### config.mk
export PLATFORM = sky130hd
export DESIGN_NAME = alu_writeback
export DESIGN_NICKNAME = d
export VERILOG_FILES = /design/src/rtl/alu_writeback.sv
export SDC_FILE = /design/constraint.sdc
export NUM_CORES = 1
export LEC_CHECK = 0
export ABC_AREA = 0
export ABC_CLOCK_PERIOD_IN_PS = 1800
export CAP_MARGIN = 15
export CORE_ASPECT_RATIO = 1.2
export CORE_MARGIN = 2
export CORE_UTILIZATION = 42
export DETAILED_ROUTE_END_ITERATION = 10
export PLACE_DENSITY = 0.83
export SLEW_MARGIN = 20
export SYNTH_ARGS = -nofsm -noshare
export SYNTH_HDL_FRONTEND = slang
export SYNTH_SLANG_ARGS = --single-unit
### constraint.sdc
create_clock -name clk -period 1.8 [get_ports clk]
set_clock_uncertainty 0.15 [all_clocks]
set_input_delay 0.27 -clock clk [delete_from_list [all_inputs] [get_ports clk]]
set_output_delay 0.27 -clock clk [all_outputs]
set_load 0.01 [all_outputs]
### src/rtl/alu_writeback.sv
// ALU result consumer: owns accumulator and Z/C flags, a one-stage register-file
// write pipeline with operand forwarding, and an interrupt shadow for accum/Z/C.
module alu_writeback #(
  parameter int unsigned ADDR_W    = 7,
  parameter logic [7:0]  ACCUM_RST = 8'h00
) (
  input  logic              clk,
  input  logic              reset_n,
  input  logic              valid,
  input  logic              stall,
  input  logic [7:0]        result,
  input  logic              accum_write,
  input  logic              reg_write,
  input  logic              z_write,
  input  logic              zout,
  input  logic              c_write,
  input  logic              cout,
  input  logic [ADDR_W-1:0] dest_addr,
  input  logic [ADDR_W-1:0] src_addr,
  input  logic [7:0]        rf_rdata,
  input  logic              irq_save,
  input  logic              irq_restore,
  output logic [7:0]        accum,
  output logic [7:0]        regvalue,
  output logic              cin,
  output logic              z_flag,
  output logic              c_flag,
  output logic              rf_we,
  output logic [ADDR_W-1:0] rf_waddr,
  output logic [7:0]        rf_wdata
);

  logic              cap;
  logic [7:0]        cap_accum;
  logic              cap_z, cap_c;
  logic [7:0]        accum_d, accum_q, sh_accum_d, sh_accum_q;
  logic              z_d, z_q, c_d, c_q;
  logic              sh_z_d, sh_z_q, sh_c_d, sh_c_q;
  logic              rf_we_d, rf_we_q;
  logic [ADDR_W-1:0] rf_waddr_d, rf_waddr_q;
  logic [7:0]        rf_wdata_d, rf_wdata_q;

  always_comb begin
    cap       = valid && !stall;
    cap_accum = (cap && accum_write) ? result : accum_q;
    cap_z     = (cap && z_write) ? zout : z_q;
    cap_c     = (cap && c_write) ? cout : c_q;

    // Restore (alone or as part of a swap) overrides any same-cycle capture.
    if (irq_restore) begin
      accum_d = sh_accum_q;
      z_d     = sh_z_q;
      c_d     = sh_c_q;
    end else begin
      accum_d = cap_accum;
      z_d     = cap_z;
      c_d     = cap_c;
    end

    // Swap saves pre-capture state; a plain save includes this cycle's capture.
    if (irq_save && irq_restore) begin
      sh_accum_d = accum_q;
      sh_z_d     = z_q;
      sh_c_d     = c_q;
    end else if (irq_save) begin
      sh_accum_d = cap_accum;
      sh_z_d     = cap_z;
      sh_c_d     = cap_c;
    end else begin
      sh_accum_d = sh_accum_q;
      sh_z_d     = sh_z_q;
      sh_c_d     = sh_c_q;
    end

    rf_we_d    = cap && reg_write;
    rf_waddr_d = rf_we_d ? dest_addr : rf_waddr_q;
    rf_wdata_d = rf_we_d ? result : rf_wdata_q;
  end

  always_ff @(posedge clk or negedge reset_n) begin
    if (!reset_n) begin
      accum_q    <= ACCUM_RST;
      z_q        <= 1'b0;
      c_q        <= 1'b0;
      sh_accum_q <= ACCUM_RST;
      sh_z_q     <= 1'b0;
      sh_c_q     <= 1'b0;
      rf_we_q    <= 1'b0;
      rf_waddr_q <= '0;
      rf_wdata_q <= '0;
    end else begin
      accum_q    <= accum_d;
      z_q        <= z_d;
      c_q        <= c_d;
      sh_accum_q <= sh_accum_d;
      sh_z_q     <= sh_z_d;
      sh_c_q     <= sh_c_d;
      rf_we_q    <= rf_we_d;
      rf_waddr_q <= rf_waddr_d;
      rf_wdata_q <= rf_wdata_d;
    end
  end

  // The register file commits at the end of the rf_we cycle, so only this stage needs bypassing.
  always_comb begin
    regvalue = (rf_we_q && (rf_waddr_q == src_addr)) ? rf_wdata_q : rf_rdata;
  end

  assign accum    = accum_q;
  assign z_flag   = z_q;
  assign c_flag   = c_q;
  assign cin      = c_q;
  assign rf_we    = rf_we_q;
  assign rf_waddr = rf_waddr_q;
  assign rf_wdata = rf_wdata_q;

endmodule

==> results summary, run 1 <==
The final reports fail on setup timing. The clock insertion delay at the later pin of the skew report came out at between 0.2 and 0.3 ns. Synthesis produced a netlist with a net count of roughly 190. The initial antenna violation count was 0. The sequential-to-total area share from yosys stat is 51.9%. Entering global routing, the biggest net connects 37 pins. The instance count of the mapped netlist came out at 146. The endpoint of the worst hold path is accum[0]. The number of fillers in the final layout is 301.

The final setup violation count is 8. The detailed-route DRC error count is 0. Broken down by cell family, the worst path's largest delay share belongs to buffers and inverters. The relative slew slack came out at a little over two thirds.

Across all setup checks in the final design, the least slack found is -0.392 ns. Final hold analysis gives a worst-case slack of 0.341 ns. In the finished design, the share of the clock period the worst path needs comes to 122%. The total wirelength of the detailed-routed design is 4.22 mm.

The die footprint is 0.00467 mm2. The final HPWL from detailed placement came out at around 3.1 mm. The port buffer count is 76. The worst setup slack for register-to-register paths came out at ~0.73 ns. The count of cells along the worst register-to-register path is 2.

Yosys printed 0 warnings. The maximum cell stage delay along the critical path is 0.48 ns. The number of max-cap violations is 0.

The number of distinct library cells after synthesis is 18. In the layout the commonest cells are 65 x clkdlybuf4s50_1, 36 x dfrtp_1, 20 x mux2i_1, 15 x mux2_2, 14 x nand2_1. The CTS clock-pin slew for the worst setup and hold paths is around 0.070 ns.

The post-synth design cell area is between 0.0015 and 0.002 mm2. The area of combinational cells with multiple inputs is roughly 800 um2. The run finished, with violations left. Setup repair after global routing could not meet its margin everywhere. The count of nets left with antenna violations once routing finished came out at 0. The required time at the endpoint of the critical path came out at ~1.4 ns.

The final-report hold violation count came out at 0. The area growth from synthesis to layout is 59.0%. The number of top-level pins is 77. Along the worst path, the maximum fanout reaches 8. The worst hold path was traced through 2 stages. The final layout net count is approximately 280. The CTS sink count came out at 36. TritonCTS built the clock tree. The reg-to-reg endpoint is rf_waddr[2].

The most common library cell in the layout ignoring fill and taps is clkdlybuf4s50_1. The routed layout has between 1,000 and 1,500 vias. In the final layout, flip-flops and latches occupy 901 um2. The post-place setup slack is -0.863 ns. Measured along the y axis, the die boundary spans 74.4 um. The first global-routing pass estimated between 6 and 7 mm of wire. The slew at the pin closest to its max-slew limit is 0.451 ns. The aggregate global-route resource usage came out at a little under a fifth. The sum of buffers and inverters on the critical path is 3. The average via count per standard cell is about 4.9. The critical path goes through clkdlybuf4s50_1, xnor2_1, nand4_1, nor2_4, buf_12, mux2_4, buf_6. The worst setup path is captured at an output port. The average size of a mapped cell is 11.9 um2. The starting utilization of the core area is between 40 and 50%. The final core area utilization came out at 70.1%. The count of H-tree levels built during CTS is 2. The power per unit of standard cell area came out at around 830 mW/mm2. The site row count came out at 25. The worst register-to-register path begins at rf_waddr[2]. The maximum clock frequency is about 460 MHz. The peak supply drop came out at a little under 0.0006 V.

The via count of the first global-routing pass was 1,368. The average detailed-routed wire length per instance is 14.6 um. The violation count after the first detailed-route iteration came out at around 50. The library cell used as clock root buffer is clkbuf_8.

The core region is between 0.003 and 0.004 mm2. Counting flops and latches in the post-synthesis netlist gives 36. The minimum clock period is 2.19 ns. The final global-route overflow total came out at 0. STA classifies the critical path startpoint as a primary input. The detailed-routing iteration count for the pre-antenna-repair pass came out at 4.

The worst-case clock buffer depth is 2. The critical path data arrival time came out at roughly 1.8 ns. Of the cells placed in the final design, the portion with a size suffix greater than 1 is between 20% and 30%.

The final estimated routing congestion in global placement came out at ~0.78. The count of pins over their slew limit was 0. The slowest cell on the critical path is clkdlybuf4s50_1. The die is 62.7 um wide. The class of the most critical hold timing path is reg -> reg. The kind of critical path is in -> out. The number of antenna diodes in the final layout is 0.

In this run the static leakage power is between 1 and 1.5 nW. The startpoint identified for the worst hold timing path is sh_accum_q[0]. The CTS buffer count is 5.
what timing repair did:
item | in CTS | in global routing
resized for setup | 49 | 2
setup endpoints to repair | 8 | 8
hold endpoints to repair | 36 | 0
hold buffers | 1 | 0
pin swaps | 3 | 5
setup buffers | 2 | 0
power breakdown:
part	switching, mW	total [mW]	internal, mW
Combinational	0.265	0.720	0.456
Sequential	0.0950	1.04	0.946
Clock	0.259	0.522	0.262
registers in the layout, summed over array words and instances, names as in the netlist:
register    flops
sh_accum_q      8
sh_z_q          1
sh_c_q          1
c_flag          1
rf_wdata        8
z_flag          1
rf_waddr        7
rf_we           1
accum           8
metrics by stage:
step	cells	instance area (um2)	total power, mW	TNS, ns
2_1_floorplan	146	1740	1.32	0
3_3_place_gp	279	2600	1.74	-6.77
3_5_place_dp	279	2600	1.75	-7.02
4_1_cts	289	2750	2.30	-3.14
5_1_grt	289	2760	2.42	-3.59
6_report	289	2760	2.28	-3.09
cell type report:
class	count	share of cell area, %
multi-input cells	102	29.7
clock inverters	1	0.181
flip-flops and latches	36	32.6
repair buffers	89	32.3
well taps	54	2.45
clock buffers	6	2.63
inverters	1	0.136
worst max-delay path by stage:
stage / depth (start not counted) / slack [ns] / end / startpoint
global placement: 6 / -0.83 / regvalue[5] / src_addr[3]
floorplan: 4 / 0.08 / regvalue[0] / rf_waddr[1]
detailed placement: 6 / -0.86 / regvalue[4] / src_addr[6]
CTS: 6 / -0.40 / regvalue[4] / rf_waddr[4]
global route: 6 / -0.45 / regvalue[7] / rf_waddr[5]
finish: 7 / -0.39 / regvalue[4] / src_addr[1]
synth_stat cells:
cell	number	area [um2]
buf_4	2	15.0
nand2_1	14	52.6
mux2_2	23	259
mux2i_1	20	200
xnor2_1	7	61.3
nand4_1	2	12.5
inv_1	1	3.75
and2_4	1	8.76
clkbuf_1	4	15.0
dfrtp_1	36	901
nor2_4	1	11.3
a21oi_1	10	50.1
o21ai_0	10	50.1
nand2_2	2	12.5
nor3b_2	1	12.5
buf_12	1	20.0
nor2_1	10	37.5
nor2b_4	1	13.8
cell families after synthesis:
family                    synth area share (%)
and+or+nand+nor                           9.29
DFF                                       51.9
AOI/OAI and AO/OA                         5.76
buffers and inverters                     3.10
muxes                                     26.4
xor gates and xnor gates                  3.53
worst register-to-register path, stage by stage (launching register included):
cell and delay [ns]:
dfrtp_1 0.40, buf_4 0.15, mux2_2 0.26
routing by layer:
metal  global-route usage, %  routed length [um]  vias to the layer above
met3                    4.08                 162                        8
met5                       0                   0                        -
met4                    7.41                  59                        0
met1                    23.2                1700                      675
met2                    33.2                2290                       41
li1                        -                   -                      684
(Power assumes the default switching activity.)
==> run 2: changes to the inputs <==
--- a/config.mk
+++ b/config.mk
@@ -6,7 +6,7 @@
 export NUM_CORES = 1
 export LEC_CHECK = 0
 export ABC_AREA = 0
-export ABC_CLOCK_PERIOD_IN_PS = 1800
+export ABC_CLOCK_PERIOD_IN_PS = 2400
 export CAP_MARGIN = 15
 export CORE_ASPECT_RATIO = 1.2
 export CORE_MARGIN = 2
==> constraint.sdc (replaced) <==
create_clock -name clk -period 2.4 [get_ports clk]
set_clock_uncertainty 0.15 [all_clocks]
set_input_delay 0.36 -clock clk [delete_from_list [all_inputs] [get_ports clk]]
set_output_delay 0.36 -clock clk [all_outputs]
set_load 0.01 [all_outputs]
==> run 2 against run 1 <==
Effect of this change:
- the flow still finishes with violations (setup timing)
- critical endpoint is now regvalue[5]
- final area decreased by 1.2%
- worst setup slack improved by 0.35 ns
- count of clock-buffer cells in the layout increased by 2
- non-clock buffer count fell by 4
- critical path type is now reg -> out
- core utilization decreased by 0.83 points
- worst hold slack lost 0.34 ns
- die area is the same
==> results summary, run 2 (synthesis results as in run 1) <==
The flow ran to the end, but the final reports show violations. The final reports fail on setup timing. The detailed router placed roughly 1,400 vias in this run. The count of H-tree levels built during CTS is 2.

The number of fillers in the final layout came out at between 300 and 400. The final-report hold violation count came out at 0. The switching fraction of total power is about 28%. The number of antenna diodes in the final layout is 0. Setup violations remaining at the end of the flow were counted as 8. The share of total power in the clock network is about 26%. The area growth from synthesis to layout is 57.1%.

The combinational share of power is between 20 and 30%. The number of nets with antenna violations after detailed routing came out at 0. Dividing the detail-routed via count by the number of cells gives 4.79. From bottom edge to top edge, the die measures between 70 and 80 um. Internal power comes to between 1 and 1.5 mW. The maximum clock frequency is 409 MHz. The slowest cell on the critical path is dfrtp_1. The maximum cell stage delay along the critical path came out at about 0.41 ns. The maximum number of pins on one net before global-route repair is 37.

The critical path goes through xnor2_1, nand4_1, nor2_4, buf_6, mux2_4, buf_6. The first global-routing pass estimated between 7 and 8 mm of wire. The leakage power is 1.21 nW. The detailed-route DRC error count came out at 0. After layout, the worst path uses 102% of the clock period. Data arrives at the worst endpoint at 1.93 ns. The CTS sink count is 36. The minimum clock period came out at around 2.4 ns. In this run the worst setup path begins at rf_waddr[1].

The aggregate global-route resource usage is about a fifth. Leaving out fill and tap cells, the most frequent cell in the layout is clkdlybuf4s50_1. The final layout net count came out at 273. The type of element capturing the critical path is an output port. The number of clock buffers added by TritonCTS is 5. The die footprint came out at about 0.0047 mm2. The total negative setup slack is -0.173 ns. The maximum fanout encountered on the critical timing path is 6. The relative slew slack came out at a little under half. The detailed-routing iteration count for the pre-antenna-repair pass came out at 4.

Sequential cells burn between 40 and 50% of the power. For this configuration, the core starts out at a cell density of around 44%. The average detailed-routed wire length per instance came out at ~15 um. The final HPWL from detailed placement is 3.09 mm. The post-place setup slack came out at -0.451 ns. The congestion estimate from routability-driven global placement came to 0.729. In this run the count of I/O pins placed on the die edge is 77. The clock insertion delay at the later pin of the skew report is 0.29 ns. The site row count came out at 25. The count of pins over their slew limit is 0. The initial antenna violation count came out at 0.

The min-delay analysis places its worst path in the category in -> async. The smallest setup slack after layout came out at -0.0428 ns. The CTS clock-pin slew for the worst setup and hold paths came out at around 0.070 ns. The worst setup path is launched from a flop. The port buffer count came out at 76. The power dissipated by switching net loads came out at approximately 480 uW. Power spread over the standard cell area amounts to around 640 mW/mm2. The via count of the first global-routing pass is about 1,400.

At the pin with the least slew margin, the transition time is roughly 0.81 ns. The proportion of layout cells with a drive suffix above 1 came out at a little under a quarter. Across the VDD grid, the largest voltage drop is 0.000367 V.

The final layout contains routed wiring with a total length of about 4.4 mm. Across the run, the number of max-cap violations was 0. The worst register-to-register path begins at rf_waddr[3]. Setup repair after global routing could not meet its margin everywhere. The violation count after the first detailed-route iteration came out at between 50 and 60.

The worst-case clock buffer depth came out at 2. The required time at the endpoint of the critical path is 1.89 ns. The CTS tree is built. The kind of critical path is reg -> out.

The floorplan die width came out at approximately 63 um. Among the stages of the critical path, the cell type that occurs most often is buf_6. Leaving out fill and tap cells, the most frequent cells in the layout are 60 x clkdlybuf4s50_1, 36 x dfrtp_1, 20 x mux2i_1, 15 x mux2_2. The region available for standard cell placement spans between 0.003 and 0.004 mm2. CTS placed an instance of clkbuf_8 at the clock tree root. The final global-route overflow total came out at 0.
-- run 2: power by group through the flow --
stage                     combinational, mW  clock (mW)  sequential (mW)
final                                 0.509       0.443            0.787
after global routing                  0.545       0.482            0.805
after CTS                             0.503       0.448            0.785
after detailed placement              0.492           0            0.796
after global placement                0.482           0            0.792
after floorplan                       0.174           0            0.819
-- run 2: final cells by class --
type | count | area [um2] | area share, %
multi-input combinational | 102 | 820 | 30.0
tap | 54 | 67.6 | 2.48
sequential | 36 | 901 | 33.0
timing repair buffer | 85 | 847 | 31.0
inverter | 1 | 3.75 | 0.138
clock buffer | 8 | 90.1 | 3.30
-- run 2: worst paths after layout --
kind                               end  slack, ns  cells past startpoint
setup reg to reg           rf_waddr[3]       1.32                      2
min in group clk              accum[4]       0.33                      2
max in group asynchronous       c_flag       1.58                      1
setup / recovery           regvalue[5]      -0.04                      6
hold reg to reg               accum[4]       0.33                      2
hold / removal             rf_waddr[6]      0.002                      1
-- run 2: what timing repair did --
| action | in CTS | in global routing |
|---|---|---|
| pin swaps | 9 | 4 |
| setup buffers | 7 | 1 |
| endpoints found under the setup margin | 8 | 8 |
| hold buffers | 0 | 0 |
| gates resized for setup | 61 | 1 |
-- run 2: worst max-delay path, delay by kind of cell, from the launching register on --
family        cells  cell delay [ns]
simple gates      2             0.46
flops             1             0.41
mux               1             0.30
buf+inv           2             0.28
xor+xnor          1             0.18
-- run 2: metrics by stage --
step / cell area, um2 / total power, mW / cells / util, % / hold WS, ns
finish: 2730 / 1.74 / 286 / 69.2 / 0.00242
detailed placement: 2520 / 1.29 / 270 / 63.9 / 0.318
global route: 2730 / 1.83 / 286 / 69.2 / 0.0503
floorplan: 1740 / 0.993 / 146 / - / -0.0856
global placement: 2520 / 1.27 / 270 / 63.9 / 0.312
CTS: 2710 / 1.74 / 285 / 68.9 / 0.0375
-- run 2: per-layer routing --
metal | vias up | part of all wire (%) | global-route usage (%)
met5 | - | 0 | 0
met1 | 651 | 42 | 25.2
met4 | 0 | 1.9 | 8.15
met2 | 38 | 52 | 33.8
met3 | 8 | 3.7 | 4.99
li1 | 672 | - | -
